--- src/rtl/alu_pkg.sv ---
// Shared definitions for the iterative right-shift ALU: FSM state encoding
// and default datapath width.
package alu_pkg;

    localparam int ALU_WIDTH = 32;

    typedef enum logic [1:0] {
        IDLE  = 2'd0,
        SHIFT = 2'd1,
        DONE  = 2'd2
    } srx_state_e;

endpackage

--- src/rtl/alu_sr_step.sv ---
// One-bit right step: drops the LSB and inserts the fill bit at the MSB.
module alu_sr_step
    import alu_pkg::*;
#(
    parameter int WIDTH = ALU_WIDTH
) (
    input  logic [WIDTH-1:0] i_value,
    input  logic             i_fill,
    output logic [WIDTH-1:0] o_value
);

    // The bit shifted out is intentionally discarded.
    logic w_unused_lsb;

    assign w_unused_lsb = i_value[0];
    assign o_value      = {i_fill, i_value[WIDTH-1:1]};

endmodule

--- src/rtl/alu_srx_iter.sv ---
// Iterative SRL/SRA unit: one bit per cycle, valid/ready request and
// response handshakes, result held in DONE until the consumer takes it.
module alu_srx_iter
    import alu_pkg::*;
#(
    parameter int WIDTH = ALU_WIDTH,
    parameter int SHW   = $clog2(WIDTH)
) (
    input  logic             i_clk,
    input  logic             i_rst_n,
    input  logic             i_req_valid,
    output logic             o_req_ready,
    input  logic [WIDTH-1:0] i_srx_data,
    input  logic [SHW-1:0]   i_srx_shift,
    input  logic             i_srx_arith,
    output logic             o_rsp_valid,
    input  logic             i_rsp_ready,
    output logic [WIDTH-1:0] o_srx_result,
    output logic             o_busy
);

    srx_state_e       r_state;
    logic [SHW-1:0]   r_cnt;
    logic [WIDTH-1:0] r_work;
    logic             r_fill;
    logic [WIDTH-1:0] w_step;

    alu_sr_step #(
        .WIDTH (WIDTH)
    ) u_step (
        .i_value (r_work),
        .i_fill  (r_fill),
        .o_value (w_step)
    );

    // NOTE: all state uses non-blocking assignments so every register sees
    // the pre-edge values of the others, independent of statement order.
    always_ff @(posedge i_clk) begin
        if (!i_rst_n) begin
            r_state <= IDLE;
            r_cnt   <= '0;
            r_work  <= '0;
            r_fill  <= 1'b0;
        end else begin
            case (r_state)
                IDLE: begin
                    if (i_req_valid) begin
                        r_work <= i_srx_data;
                        r_cnt  <= i_srx_shift;
                        // Fill is fixed at acceptance: sign bit for SRA, zero for SRL.
                        r_fill <= i_srx_arith & i_srx_data[WIDTH-1];
                        if (i_srx_shift == '0) begin
                            r_state <= DONE;
                        end else begin
                            r_state <= SHIFT;
                        end
                    end
                end
                SHIFT: begin
                    r_work <= w_step;
                    r_cnt  <= r_cnt - SHW'(1);
                    if (r_cnt == SHW'(1)) begin
                        r_state <= DONE;
                    end
                end
                DONE: begin
                    if (i_rsp_ready) begin
                        r_state <= IDLE;
                    end
                end
                default: begin
                    r_state <= IDLE;
                end
            endcase
        end
    end

    assign o_req_ready  = (r_state == IDLE);
    assign o_rsp_valid  = (r_state == DONE);
    assign o_busy       = (r_state != IDLE);
    assign o_srx_result = r_work;

endmodule

--- config.mk ---
export PLATFORM = sky130hd
export DESIGN_NAME = alu_srx_iter
export DESIGN_NICKNAME = d
export VERILOG_FILES = /design/src/rtl/alu_pkg.sv /design/src/rtl/alu_sr_step.sv /design/src/rtl/alu_srx_iter.sv
export SDC_FILE = /design/constraint.sdc
export NUM_CORES = 1
export LEC_CHECK = 0
export ABC_AREA = 0
export ABC_CLOCK_PERIOD_IN_PS = 2500
export CELL_PAD_IN_SITES_DETAIL_PLACEMENT = 1
export CELL_PAD_IN_SITES_GLOBAL_PLACEMENT = 1
export CORE_AREA = 3 3 71 106
export CTS_CLUSTER_SIZE = 12
export DETAILED_ROUTE_END_ITERATION = 10
export DIE_AREA = 0 0 74 109
export GPL_TIMING_DRIVEN = 0
export PLACE_DENSITY = 0.85
export SETUP_SLACK_MARGIN = 0.4
export SLEW_MARGIN = 15
export SYNTH_ARGS = -nofsm -noshare
export SYNTH_HDL_FRONTEND = slang
export SYNTH_HIERARCHICAL = 1
export SYNTH_SLANG_ARGS = --single-unit
--- constraint.sdc ---
create_clock -name i_clk -period 2.5 [get_ports i_clk]
set_input_delay 0.375 -clock i_clk [delete_from_list [all_inputs] [get_ports i_clk]]
set_output_delay 0.375 -clock i_clk [all_outputs]
set_load 0.02 [all_outputs]
## Word-level counts from Yosys, hierarchy flattened

Index checks and enable logic that the tools add are counted.

- Add/subtract/negate cells: 1
- Muxes and demuxes: 9
- Bitwise gates (word level): 1
- Reductions and logical operators: 7
- Equal/unequal tests: 6

Operator list:

| cell | count |
|---|---|
| 32-bit one-hot mux with 2 select lines | 1 |
| 32-bit 2-to-1 mux | 1 |
| 5-bit one-hot mux with 2 select lines | 1 |
| 2-bit 2-to-1 mux | 4 |
| 2-bit one-hot mux with 3 select lines | 1 |
| 5-bit by 1-bit == test with 1-bit output, second input constant | 1 |
| 5-bit logical NOT | 1 |
| 5-bit 2-to-1 mux | 1 |
| 5-bit by 1-bit subtractor with 5-bit output, second input constant | 1 |
| 2-bit inequality test, second input constant | 2 |
| 2-bit AND reduction | 2 |
| 2-bit nonzero test | 2 |
| 3-bit AND reduction | 1 |
| 2-bit by 1-bit == test with 1-bit output, second input constant | 1 |
| 2-bit == test, second input constant | 1 |
| 2-bit logical NOT | 1 |
| 2-bit by 1-bit inequality test with 1-bit output, second input constant | 1 |
| 1-bit AND | 1 |

- Register bits after elaboration: 40
- Output and inout port bits: 35
- Word-level logic and storage cells: 28

## Depth between registers and ports, before layout

- Depth in word-level cells: 4
- Depth in mapped cells: 6
- Gate-level depth less buffers: 5

## Hierarchy

The synthesis kept the hierarchy.

Modules (own cells, without submodules):

| module | instances | cells an instance | area each (um^2) |
|---|---|---|---|
| alu_srx_iter | 1 | 238 | 2213.4 |
| alu_sr_step | 1 | 32 | 240.2 |

## Worst setup path after synthesis

No wires, ideal clock.

- Path type: reg2out
- From: register r_state[0]
- To: output port o_busy
- Path slack: 1089 ps
- Path buffers: 1
- Cell stages (with the launch flop): 4
- Data arrival time: 1036 ps
- Cells stage by stage: dfxtp_1 -> buf_6 -> nor2_1 -> inv_1

- Cells in the longest elaborated chain, start to end: 1

Ends and longest elaborated chain:

| what | line | RTL |
|---|---|---|
| start: declaration | alu_srx_iter.sv:22 | `srx_state_e r_state;` |
| start signal: assignment | alu_srx_iter.sv:40 | `r_state <= IDLE;` |
| start signal: assignment | alu_srx_iter.sv:53 | `r_state <= DONE;` |
| start signal: assignment | alu_srx_iter.sv:55 | `r_state <= SHIFT;` |
| 2-bit nonzero test | alu_srx_iter.sv:80 | `assign o_busy = (r_state != IDLE);` |
| end: declaration | alu_srx_iter.sv:19 | `output logic o_busy` |

No other way between the ends.

## Final worst setup path

- From: register r_state[0]
- To: output port o_req_ready

- Cells in the longest elaborated chain, start to end: 1

Ends and longest elaborated chain:

| what | line | RTL |
|---|---|---|
| 2-bit logical NOT | alu_srx_iter.sv:78 | `assign o_req_ready = (r_state == IDLE);` |
| end: declaration | alu_srx_iter.sv:12 | `output logic o_req_ready,` |

No other way between the ends.

==> impl_metrics.env <==
export IMPL_status="complete, no violations"
export IMPL_first_pass_iters=4
export IMPL_crit_path_end_kind="primary output"
export IMPL_setup_viol_count_final=0
export IMPL_detail_route_antenna_nets=0
export IMPL_p_seq_frac=0.261
export IMPL_grt_pass1_vias=2328
export IMPL_cts_root_buf="clkbuf_8"
export IMPL_p_total_w=0.004145
export IMPL_critPathMaxFanout=10
export IMPL_min_path_cells=3
export IMPL_min_delay_worst_endpoint="r_state[1]$_SDFFE_PN0P_"
export IMPL_cpMaxStageDelayCell="clkdlybuf4s50_1"
export IMPL_use_met3=0.02583
export IMPL_num_vias=2141
export IMPL_cts_tree="built"
export IMPL_grt_max_degree=12
export IMPL_core_um2=6621
export IMPL_antenna_found_initial=0
export IMPL_synth_distinct_cells=34
export IMPL_die_h_um=109
export IMPL_crit_arrival_ns=1.64
export IMPL_post_cts_buffers=0
export IMPL_cp_required_ns=2.12
export IMPL_rsz0062_at_grt="no"
export IMPL_n_antenna_cell=0
export IMPL_die_w_um=74
export IMPL_setup_tns_ns=0
export IMPL_die_area_um2=8066
export IMPL_num_rows=36
export IMPL_ys_seq_area_frac=0.3264
export IMPL_worstPathCellList="buf_6, nor2_1, clkdlybuf4s50_1"
export IMPL_boundaryPins=77
export IMPL_ir_drop_v=0.0005902
export IMPL_slowest_delay_ns=0.66
export IMPL_grtUsageMet2=0.3382
export IMPL_hold_viol=0
export IMPL_switching_power_w=0.001772
export IMPL_cts_made_buffers=5
export IMPL_htreeDepth=2
export IMPL_insertion_delay_ns=0.29
export IMPL_grt_usage=0.1770
export IMPL_min_period_ns=2.018
export IMPL_clock_sinks=40
export IMPL_path_class="reg -> out"
export IMPL_comb_power_share=0.631
export IMPL_viasPerCell=4.991
export IMPL_r2r_cells=5
export IMPL_p_leak_nw=1.331
export IMPL_whs_ns=0.4131
export IMPL_stdcell_count=429
export IMPL_critPathLaunchType="register"
export IMPL_postSynthCellCount=270
export IMPL_holdBufCountCts=0
export IMPL_synth_fp_nets=314
export IMPL_max_freq_ghz=0.4955
export IMPL_drtIter0Drc=49
export IMPL_netSwitchingFraction=0.4276
export IMPL_p_per_area_nw_per_um2=1223
export IMPL_top_usage_layer="met2"
export IMPL_drv_slew=0
export IMPL_p_int_w=0.002372
export IMPL_r2r_start="r_state[1]$_SDFFE_PN0P_"
export IMPL_timing_rr_end="o_srx_result[22]$_SDFFE_PN0P_"
export IMPL_place_gp_congestion=0.7636
export IMPL_worst_pin_slew_ns=0.3079
export IMPL_drt_wl_total_mm=6.694
export IMPL_routedWlPerCell_um=15.60
export IMPL_grt_overflow_total=0
export IMPL_io_buffers=75
export IMPL_clk_pin_slew_ns=0.08
export IMPL_dpl_hpwl_mm=5.156
export IMPL_met1_usage=0.1944
export IMPL_syn_to_final_growth_pct=38.14
export IMPL_ys_ff_latch=40
export IMPL_cap_violations=0
export IMPL_r2r_slack_ns=1.04
export IMPL_grt_pass1_wl_mm=11.05
export IMPL_dp_cells=421
export IMPL_synth_avg_cell_area_um2=9.087
export IMPL_synth_warnings=6
export IMPL_syn_area_um2=2454
export IMPL_clock_power_share=0.109
export IMPL_relSlewSlack=0.7938
export IMPL_holdCritStartpoint="i_rst_n"
export IMPL_fill_cells=788
export IMPL_hp_class="in -> reg"
export IMPL_skew_ns=0.002698
export IMPL_initial_core_util=0.3706
export IMPL_fin_crit_sh=0.8073
export IMPL_clock_path_buffers=2
export IMPL_drive_above_1_share=0.3513
export IMPL_drc=0
export IMPL_nNetsFinal=396
export IMPL_post_cts_resized=0
## worst max path at each step
stage | end | slack [ns] | start
5_1_grt | o_req_ready | 0.41 | r_state[0]$_SDFFE_PN0P_
4_1_cts | o_req_ready | 0.46 | r_state[0]$_SDFFE_PN0P_
3_5_place_dp | o_srx_result[22]$_SDFFE_PN0P_ | 0.55 | i_req_valid
2_1_floorplan | o_busy | 1.09 | r_state[0]$_SDFFE_PN0P_
3_3_place_gp | o_srx_result[25]$_SDFFE_PN0P_ | 0.60 | i_req_valid
6_report | o_req_ready | 0.48 | r_state[0]$_SDFFE_PN0P_
## cell families (layout without fill, tap and decap cells)
| kind of cell | after synthesis | after routing | share of synthesized area |
|---|---|---|---|
| flip-flops | 40 | 40 | 0.3264 |
| adder cells (fa/ha/maj) | 2 | 2 | 0.01020 |
| AND/OR/NAND/NOR | 120 | 120 | 0.2346 |
| buffers and inverters | 58 | 141 | 0.1785 |
| AO/OA/AOI/OAI | 50 | 50 | 0.2504 |
## cell usage after synthesis (all sizes together)
cell type,instances,area [µm²]
a21bo,1,10.01
o32ai,2,32.53
or2b,1,7.510
clkinv,1,3.750
o211ai,3,22.52
a22o,1,8.760
o31ai,1,7.510
nand3,1,5.000
nand4,1,6.260
nor2,35,131.4
dfxtp,40,800.8
a31oi,1,6.260
and2b,2,17.52
inv,4,15.01
a21oi,5,25.02
and4,1,11.26
or3b,1,8.760
buf,53,419.2
a311oi,33,470.5
nand2b,2,12.51
a211oi,2,15.01
nand2,68,327.8
and3,1,6.260
nand3b,2,15.01
nor3,4,20.02
o21ba,1,16.27
ha,2,25.02
and2,1,6.260
## power by group through the flow
| stage | sequential [W] | clock (W) | combinational (W) |
|---|---|---|---|
| floorplan | 0.00128 | 0 | 0.00162 |
| global placement | 0.00109 | 0 | 0.00258 |
| detailed placement | 0.00109 | 0 | 0.00265 |
| CTS | 0.00108 | 0.000469 | 0.00266 |
| global route | 0.00112 | 0.000492 | 0.00284 |
| finish | 0.00108 | 0.000451 | 0.00261 |
## area by class of cell
type	count	area, µm²	share of cell area
plain buffers	53	419.2	0.1237
clock buffers	8	90.09	0.02658
inverters	5	18.77	0.005537
multi-input cells	172	1215	0.3584
flip-flops and latches	40	800.8	0.2362
well taps	76	95.09	0.02805
repair buffers	75	750.7	0.2215
## flip-flops by register name, indices dropped and copies added (netlist names)
| register | count |
|---|---|
| r_fill | 1 |
| o_srx_result | 32 |
| r_cnt | 5 |
| r_state | 2 |
## metal layers
| layer | share of wire | vias to the layer above |
|---|---|---|
| met2 | 0.57 | 44 |
| met4 | 0.012 | 0 |
| met5 | 0 | - |
| li1 | - | 1065 |
| met3 | 0.032 | 5 |
| met1 | 0.39 | 1027 |
## cells in the final DEF, fill, tap and decap left out, types with 2 or more instances in the layout
master / count
buf_2: 13
nor2_1: 35
a21oi_1: 5
nand3b_1: 2
o211ai_1: 3
a311oi_2: 29
nor3_1: 4
nand2_2: 29
dfxtp_1: 40
clkbuf_1: 2
a311oi_1: 4
clkdlybuf4s50_1: 75
nand2_1: 39
ha_1: 2
inv_1: 4
nand2b_1: 2
buf_4: 35
a211oi_1: 2
buf_12: 4
o32ai_2: 2
clkbuf_8: 6
## worst max-delay path: cells and delay by family (launching register included)
| kind | cells | cell delay [ns] |
|---|---|---|
| flops | 1 | 0.34 |
| buf+inv | 2 | 0.81 |
| simple gates | 1 | 0.21 |
## through the flow
step	cell area (µm²)	worst slack, ns	util
final	3390	0.4818	0.5119
after CTS	3390	0.4631	0.5119
after global routing	3390	0.4112	0.5119
after global placement	3299	0.5975	0.4983
after detailed placement	3299	0.5513	0.4983
after floorplan	2454	1.089	-
Power figures use the tool's default switching activity.
